`config.mk`:
```
export PLATFORM = sky130hd
export DESIGN_NAME = regfile_dump_reader
export DESIGN_NICKNAME = d
export VERILOG_FILES = /design/src/rtl/regdump_pkg.sv /design/src/rtl/regdump_pair_buffer.sv /design/src/rtl/regfile_dump_reader.sv
export SDC_FILE = /design/constraint.sdc
export NUM_CORES = 1
export LEC_CHECK = 0
export CELL_PAD_IN_SITES_DETAIL_PLACEMENT = 0
export CELL_PAD_IN_SITES_GLOBAL_PLACEMENT = 2
export CORE_MARGIN = 4
export CORE_UTILIZATION = 28
export CTS_BUF_LIST = sky130_fd_sc_hd__clkbuf_4 sky130_fd_sc_hd__clkbuf_8 sky130_fd_sc_hd__clkbuf_16
export DETAILED_ROUTE_END_ITERATION = 16
export MAX_ROUTING_LAYER = met4
export PLACE_DENSITY = 0.88
export SLEW_MARGIN = 20
export SYNTH_ARGS = -nofsm -noshare
export SYNTH_HDL_FRONTEND = slang
export SYNTH_SLANG_ARGS = --single-unit
```
`constraint.sdc`:
```
create_clock -name clk -period 4.3 [get_ports clk]
set_clock_uncertainty 0.05 [all_clocks]
set_input_delay 0.86 -clock clk [delete_from_list [all_inputs] [get_ports clk]]
set_output_delay 0.86 -clock clk [all_outputs]
set_load 0.05 [all_outputs]
```
`src/rtl/regdump_pkg.sv`:
```
// Shared definitions for the register-file dump reader: default geometry,
// FSM state encodings and the (address, data) buffer entry type.
package regdump_pkg;

    localparam int DEF_NUM_REGS = 32;
    localparam int DEF_ADDR_W   = 5;
    localparam int DEF_DATA_W   = 32;

    localparam logic [1:0] ST_IDLE  = 2'd0;
    localparam logic [1:0] ST_FETCH = 2'd1;
    localparam logic [1:0] ST_DRAIN = 2'd2;
    localparam logic [1:0] ST_FIN   = 2'd3;

    typedef struct packed {
        logic [DEF_ADDR_W-1:0] addr;
        logic [DEF_DATA_W-1:0] data;
    } regdump_entry_t;

endpackage

```
`src/rtl/regdump_pair_buffer.sv`:
```
// Two-entry output buffer: loads a whole register pair at once and pops one
// word per handshake, head entry first.
module regdump_pair_buffer #(
    parameter int ADDR_W = 5,
    parameter int DATA_W = 32
) (
    input  logic              clk,
    input  logic              reset,
    input  logic              load,
    input  logic              pop,
    input  logic [ADDR_W-1:0] load_addr0,
    input  logic [DATA_W-1:0] load_data0,
    input  logic [ADDR_W-1:0] load_addr1,
    input  logic [DATA_W-1:0] load_data1,
    output logic [1:0]        count,
    output logic              can_load,
    output logic              head_valid,
    output logic [ADDR_W-1:0] head_addr,
    output logic [DATA_W-1:0] head_data
);

    logic [ADDR_W-1:0] tail_addr;
    logic [DATA_W-1:0] tail_data;

    assign head_valid = (count != 2'd0);
    // A pair fits when empty, or when the last word leaves in the same cycle.
    assign can_load   = (count == 2'd0) || ((count == 2'd1) && pop);

    always_ff @(posedge clk) begin
        if (reset) begin
            count     <= 2'd0;
            head_addr <= '0;
            head_data <= '0;
            tail_addr <= '0;
            tail_data <= '0;
        end else if (load && can_load) begin
            head_addr <= load_addr0;
            head_data <= load_data0;
            tail_addr <= load_addr1;
            tail_data <= load_data1;
            count     <= 2'd2;
        end else if (pop && head_valid) begin
            head_addr <= tail_addr;
            head_data <= tail_data;
            count     <= count - 2'd1;
        end
    end

endmodule

```
`src/rtl/regfile_dump_reader.sv`:
```
// Walks every register pair through both regfile read ports and streams the
// (address, data) words out over valid/ready. REGDUMP_CHECKSUM_EN adds an XOR checksum.
module regfile_dump_reader
    import regdump_pkg::*;
#(
    parameter int NUM_REGS = DEF_NUM_REGS,
    parameter int ADDR_W   = DEF_ADDR_W,
    parameter int DATA_W   = DEF_DATA_W
) (
    input  logic              clk,
    input  logic              reset,
    input  logic              start,
    output logic              busy,
    output logic              done,
    output logic [ADDR_W-1:0] ReadRegister1,
    output logic [ADDR_W-1:0] ReadRegister2,
    input  logic [DATA_W-1:0] ReadData1,
    input  logic [DATA_W-1:0] ReadData2,
    output logic              out_valid,
    input  logic              out_ready,
    output logic [ADDR_W-1:0] out_addr,
    output logic [DATA_W-1:0] out_data
`ifdef REGDUMP_CHECKSUM_EN
    ,
    output logic [DATA_W-1:0] checksum
`endif
);

    logic [1:0]        state;
    logic [ADDR_W-1:0] ptr;
    logic [1:0]        count;
    logic              can_load;
    logic              fetch;
    logic              handshake;
    logic              last_pair;
    logic              drain_empty;

    assign handshake   = out_valid && out_ready;
    assign fetch       = (state == ST_FETCH) && can_load;
    assign last_pair   = (ptr == ADDR_W'(NUM_REGS - 2));
    assign drain_empty = (count == 2'd0) || ((count == 2'd1) && handshake);

    assign busy = (state == ST_FETCH) || (state == ST_DRAIN);
    assign done = (state == ST_FIN);

    assign ReadRegister1 = (state == ST_FETCH) ? ptr : '0;
    assign ReadRegister2 = (state == ST_FETCH) ? ptr + ADDR_W'(1) : '0;

    regdump_pair_buffer #(
        .ADDR_W(ADDR_W),
        .DATA_W(DATA_W)
    ) u_buffer (
        .clk       (clk),
        .reset     (reset),
        .load      (fetch),
        .pop       (handshake),
        .load_addr0(ptr),
        .load_data0(ReadData1),
        .load_addr1(ptr + ADDR_W'(1)),
        .load_data1(ReadData2),
        .count     (count),
        .can_load  (can_load),
        .head_valid(out_valid),
        .head_addr (out_addr),
        .head_data (out_data)
    );

    // DRAIN leaves as the last word is accepted so done lands one cycle after it.
    always_ff @(posedge clk) begin
        if (reset) begin
            state <= ST_IDLE;
            ptr   <= '0;
        end else begin
            case (state)
                ST_IDLE: begin
                    if (start) begin
                        state <= ST_FETCH;
                        ptr   <= '0;
                    end
                end
                ST_FETCH: begin
                    if (fetch) begin
                        if (last_pair) begin
                            state <= ST_DRAIN;
                            ptr   <= '0;
                        end else begin
                            ptr <= ptr + ADDR_W'(2);
                        end
                    end
                end
                ST_DRAIN: begin
                    if (drain_empty) begin
                        state <= ST_FIN;
                    end
                end
                ST_FIN:  state <= ST_IDLE;
                default: state <= ST_IDLE;
            endcase
        end
    end

`ifdef REGDUMP_CHECKSUM_EN
    always_ff @(posedge clk) begin
        if (reset) begin
            checksum <= '0;
        end else if ((state == ST_IDLE) && start) begin
            checksum <= '0;
        end else if (handshake) begin
            checksum <= checksum ^ out_data;
        end
    end
`endif

endmodule

```
==> implementation parameters <==
Parameter                              Value

Worst setup path
  Critical path fanouts, max ... 19
  Number of cell instances on the worst register-to-register path ... 5
  Reg-to-reg slack, setup ... 1.70 ns
  RR Startpoint ... state[1]
  Critical path buffer and inverter count ... 2
  Cells along the critical path ... inv_1 > ha_1 > and2_1 > clkdlybuf4s50_1
  Worst setup path category ... flip-flop to primary output
  Family of cells with the greatest summed delay on the critical path ... buffers and inverters
  Longest individual stage delay on the worst path ... 0.80 ns
  Slowest cell on the critical path ... sky130_fd_sc_hd__clkdlybuf4s50_1
  WP data arrival ... 2.34 ns
  Critical Path RT ... 3.39 ns
  Capturing point of the worst reg2reg path ... ptr[4]
  Worst setup EP type ... primary output
  Startpoint types ... flip-flop

Die
  Placeable core area ... 12,060 um^2
  Die outline height ... 119.3 um
  Starting density of the core ... 0.2876
  Die width ... 119.3 um
  Total die area ... 14,230 um^2
  Number of top-level pins ... 118
  Cell row count ... 40

Synth
  Post-synthesis compound-gate area fraction ... 0.1551
  Post-synthesis instance area ... 3468 um^2
  Net count after synthesis ... 469
  Share of synthesized cell area in and, or, nand and nor gates ... 0.1728
  Synth Area in XOR/XNOR ... 0.002525
  Total of warnings raised by yosys ... 0
  Sequential area share after synthesis ... 0.4733
  Fraction of post-synthesis cell area in the top cell type by area ... 0.4733
  Yosys reg bits ... 82
  Synthesized-area fraction occupied by adder cells ... 0.02886
  Combinational family with the most area after synthesis ... simple AND/OR/NAND/NOR gates
  Top cells by area in the synthesized netlist ... sky130_fd_sc_hd__dfxtp_1 47%, sky130_fd_sc_hd__mux2i_1 9.8%, sky130_fd_sc_hd__nand2_1 8.4%, sky130_fd_sc_hd__a211oi_1 7.4%, sky130_fd_sc_hd__a21oi_1 6.2%
  Netlist cell types ... 34
  Average cell area after synthesis ... 8.825 um^2
  Mapped Cells ... 393
  Mux share of post-synthesis cell area ... 0.1111
  Dominant cell type by area after synthesis ... sky130_fd_sc_hd__dfxtp_1

Clocking
  Post-CTS setup-driven buffer insertion count ... 0
  Count of instances resized after the clock tree is built ... 0
  Clock insertion delay at the later pin of the skew report ... 0.32 ns
  Sinks on Clock Net ... 82
  Clock tree root driver cell ... sky130_fd_sc_hd__clkbuf_16
  Cts-stage hold buffer count ... 0
  CTS H-tree lvls ... 3
  Clock Tree Buf Depth ... 2
  Clock transition at the registers of the reported paths ... 0.06 ns
  Clock tree from TritonCTS ... done
  Number of buffers inserted during clock tree synthesis ... 9

Global routing
  Antenna violations before repair ... 0
  Global-route usage over all layers ... 0.1269
  Congestion Overflow GR ... 0
  Global-route wire length before repair ... 14,500 um
  Vias in the first global route ... 2,944
  Pin count of the biggest net entering global routing ... 90

Cells and area
  Commonest non-fill, non-tap cells in the layout ... 115 x sky130_fd_sc_hd__clkdlybuf4s50_1, 82 x sky130_fd_sc_hd__dfxtp_1, 78 x sky130_fd_sc_hd__nand2_1
  Number of antenna repair diodes ... 0
  Commonest non-fill, non-tap cell in the layout ... sky130_fd_sc_hd__clkdlybuf4s50_1
  Share of cells above drive strength 1 ... 0.06275
  Area added between synthesis and finish ... 43.65%
  Number of nets in the finished design ... 568
  Number of cells in the finished layout apart from fillers ... 662

Power and ir drop
  Power Density ... 732.8 nW/um^2
  Worst vdd ir ... 0.2485 mV
  Leakage Power ... 1.751 nW
  Total power of the final layout ... 0.003651 W

Drt
  Post-DR vias/cell ... 4.508
  DRC violations left ... 0
  Detailed route wirelength on metal3 ... 450 um
  Highest layer used for signal routing ... met4
  Routed length on met2 ... 4082 um
  Initial DRT Pass Iterations ... 4
  WL per Instance ... 13.41 um
  Number of DRC violations after detailed-routing iteration 0 ... 114
  Post-detailed-route count of antenna-violating nets ... 0
  Detailed Route WL ... 8876 um
  Routed length on met1 ... 4245 um
  Overall via count from detail_route ... 2,984

Timing
  Tightest Pin Transition ... 0.9939 ns
  Final number of max-transition violations ... 0
  Achievable Freq ... 0.3081 GHz
  Setup repair after global routing missed its margin ... no
  Remaining max-slew budget at the tightest pin ... 0.3374
  Final-report setup violation count ... 0
  Final hold violation count ... 0
  Final critical delay including setup and external delays ... 3.245 ns
  Setup TNS ... 0 ns
  Final worst-path cycle share ... 0.7547

Placement
  Instance count after placement with tap cells included ... 649
  Placer's final routability congestion estimate ... 0.7527
  PortBufs ... 116
  Half-perimeter wire length after placement ... 6155 um

Worst hold path
  HP Class ... flip-flop to flip-flop
  Worst hold path endpoint ... u_buffer.tail_data[3]
  Beginning of the worst hold path ... u_buffer.tail_data[3]
  Instance count along the most critical hold path ... 2

Run
  Max capacitance violation total ... 0

Run status
  Result of the run ... finished, final reports clean
[through the flow]
| step | utilization | hold slack (ns) | setup WS (ns) | instance area (um^2) |
|---|---|---|---|---|
| 6_report | 0.4131 | 0.4028 | 1.055 | 4982 |
| 3_3_place_gp | 0.3897 | 0.3892 | 1.264 | 4701 |
| 5_1_grt | 0.4131 | 0.4216 | 0.8789 | 4982 |
| 3_5_place_dp | 0.3897 | 0.3978 | 1.164 | 4701 |
| 2_1_floorplan | - | 0.3829 | 1.555 | 3468 |
| 4_1_cts | 0.4131 | 0.4063 | 1.017 | 4982 |
[Yosys cell counts]
library cell,count
sky130_fd_sc_hd__dfxtp_1,82
sky130_fd_sc_hd__nand2_1,78
sky130_fd_sc_hd__a21oi_1,43
sky130_fd_sc_hd__nor2_1,37
sky130_fd_sc_hd__a211oi_1,34
sky130_fd_sc_hd__mux2i_1,34
sky130_fd_sc_hd__buf_2,12
sky130_fd_sc_hd__clkbuf_1,12
sky130_fd_sc_hd__and2_1,8
sky130_fd_sc_hd__ha_1,8
sky130_fd_sc_hd__buf_4,7
sky130_fd_sc_hd__inv_1,5
sky130_fd_sc_hd__mux2_2,4
sky130_fd_sc_hd__nand2b_1,3
sky130_fd_sc_hd__nor3_1,3
sky130_fd_sc_hd__a21oi_2,2
sky130_fd_sc_hd__and2b_1,2
sky130_fd_sc_hd__nand4_1,2
sky130_fd_sc_hd__o21ai_0,2
sky130_fd_sc_hd__a21bo_2,1
sky130_fd_sc_hd__a221oi_2,1
sky130_fd_sc_hd__a311oi_1,1
sky130_fd_sc_hd__a31oi_1,1
sky130_fd_sc_hd__buf_1,1
sky130_fd_sc_hd__buf_6,1
sky130_fd_sc_hd__conb_1,1
sky130_fd_sc_hd__nand2b_4,1
sky130_fd_sc_hd__nand3_1,1
sky130_fd_sc_hd__nand3b_1,1
sky130_fd_sc_hd__nor2b_1,1
sky130_fd_sc_hd__or2_2,1
sky130_fd_sc_hd__or3_1,1
sky130_fd_sc_hd__or4_4,1
sky130_fd_sc_hd__xnor2_1,1
[sequential cells by signal, indices dropped and copies added, names as in the netlist]
| register | flops |
|---|---|
| u_buffer.head_data | 32 |
| u_buffer.tail_data | 32 |
| u_buffer.count | 2 |
| u_buffer.tail_addr | 5 |
| state | 2 |
| ptr | 4 |
| u_buffer.head_addr | 5 |
[worst max path at each step]
stage,to,start,cells past startpoint
5_1_grt,ReadRegister2[1],state[1],4
3_5_place_dp,u_buffer.head_data[21],out_ready,6
6_report,ReadRegister1[2],state[1],4
2_1_floorplan,ReadRegister1[1],state[1],5
3_3_place_gp,u_buffer.head_data[20],out_ready,6
4_1_cts,ReadRegister1[2],state[1],4
[kinds of logic (layout without fill, tap and decap cells)]
family	count (synthesis)	in the layout
AO/OA/AOI/OAI	85	85
XOR/XNOR	1	1
adder cells (fa/ha/maj)	8	8
buffers and inverters	38	139
flip-flops	82	82
multiplexers	38	38
other	1	1
AND/OR/NAND/NOR	140	140
[metal layers]
| layer | vias up | GRT usage |
|---|---|---|
| li1 | 1533 | - |
| met1 | 1363 | 0.1594 |
| met2 | 80 | 0.2013 |
| met3 | 8 | 0.03229 |
| met4 | 0 | 0.03937 |
| met5 | - | - |
[power breakdown]
part	total (W)	internal, W	switching, W
Clock	0.000734	0.000455	0.000280
Combinational	0.00178	0.000635	0.00115
Sequential	0.00113	0.000996	0.000137
[final cells by class]
cell class / instances / area [um^2]
inverter: 5 / 18.77
tap: 168 / 210.2
clock buffer: 10 / 239.0
sequential: 82 / 1642
multi-input combinational: 273 / 1637
timing repair buffer: 121 / 1194
fill: 1240 / 7079
clock inverter: 3 / 42.54
[worst reg2reg max path, delay by kind of cell (launching register included)]
kind,cells,cell delay [ns]
buffers and inverters,1,0.10
flip-flops,1,0.33
AND/OR/NAND/NOR,2,1.36
AO/OA/AOI/OAI,1,0.13
adder cells (fa/ha/maj),1,0.56
Power figures use the tool's default switching activity.
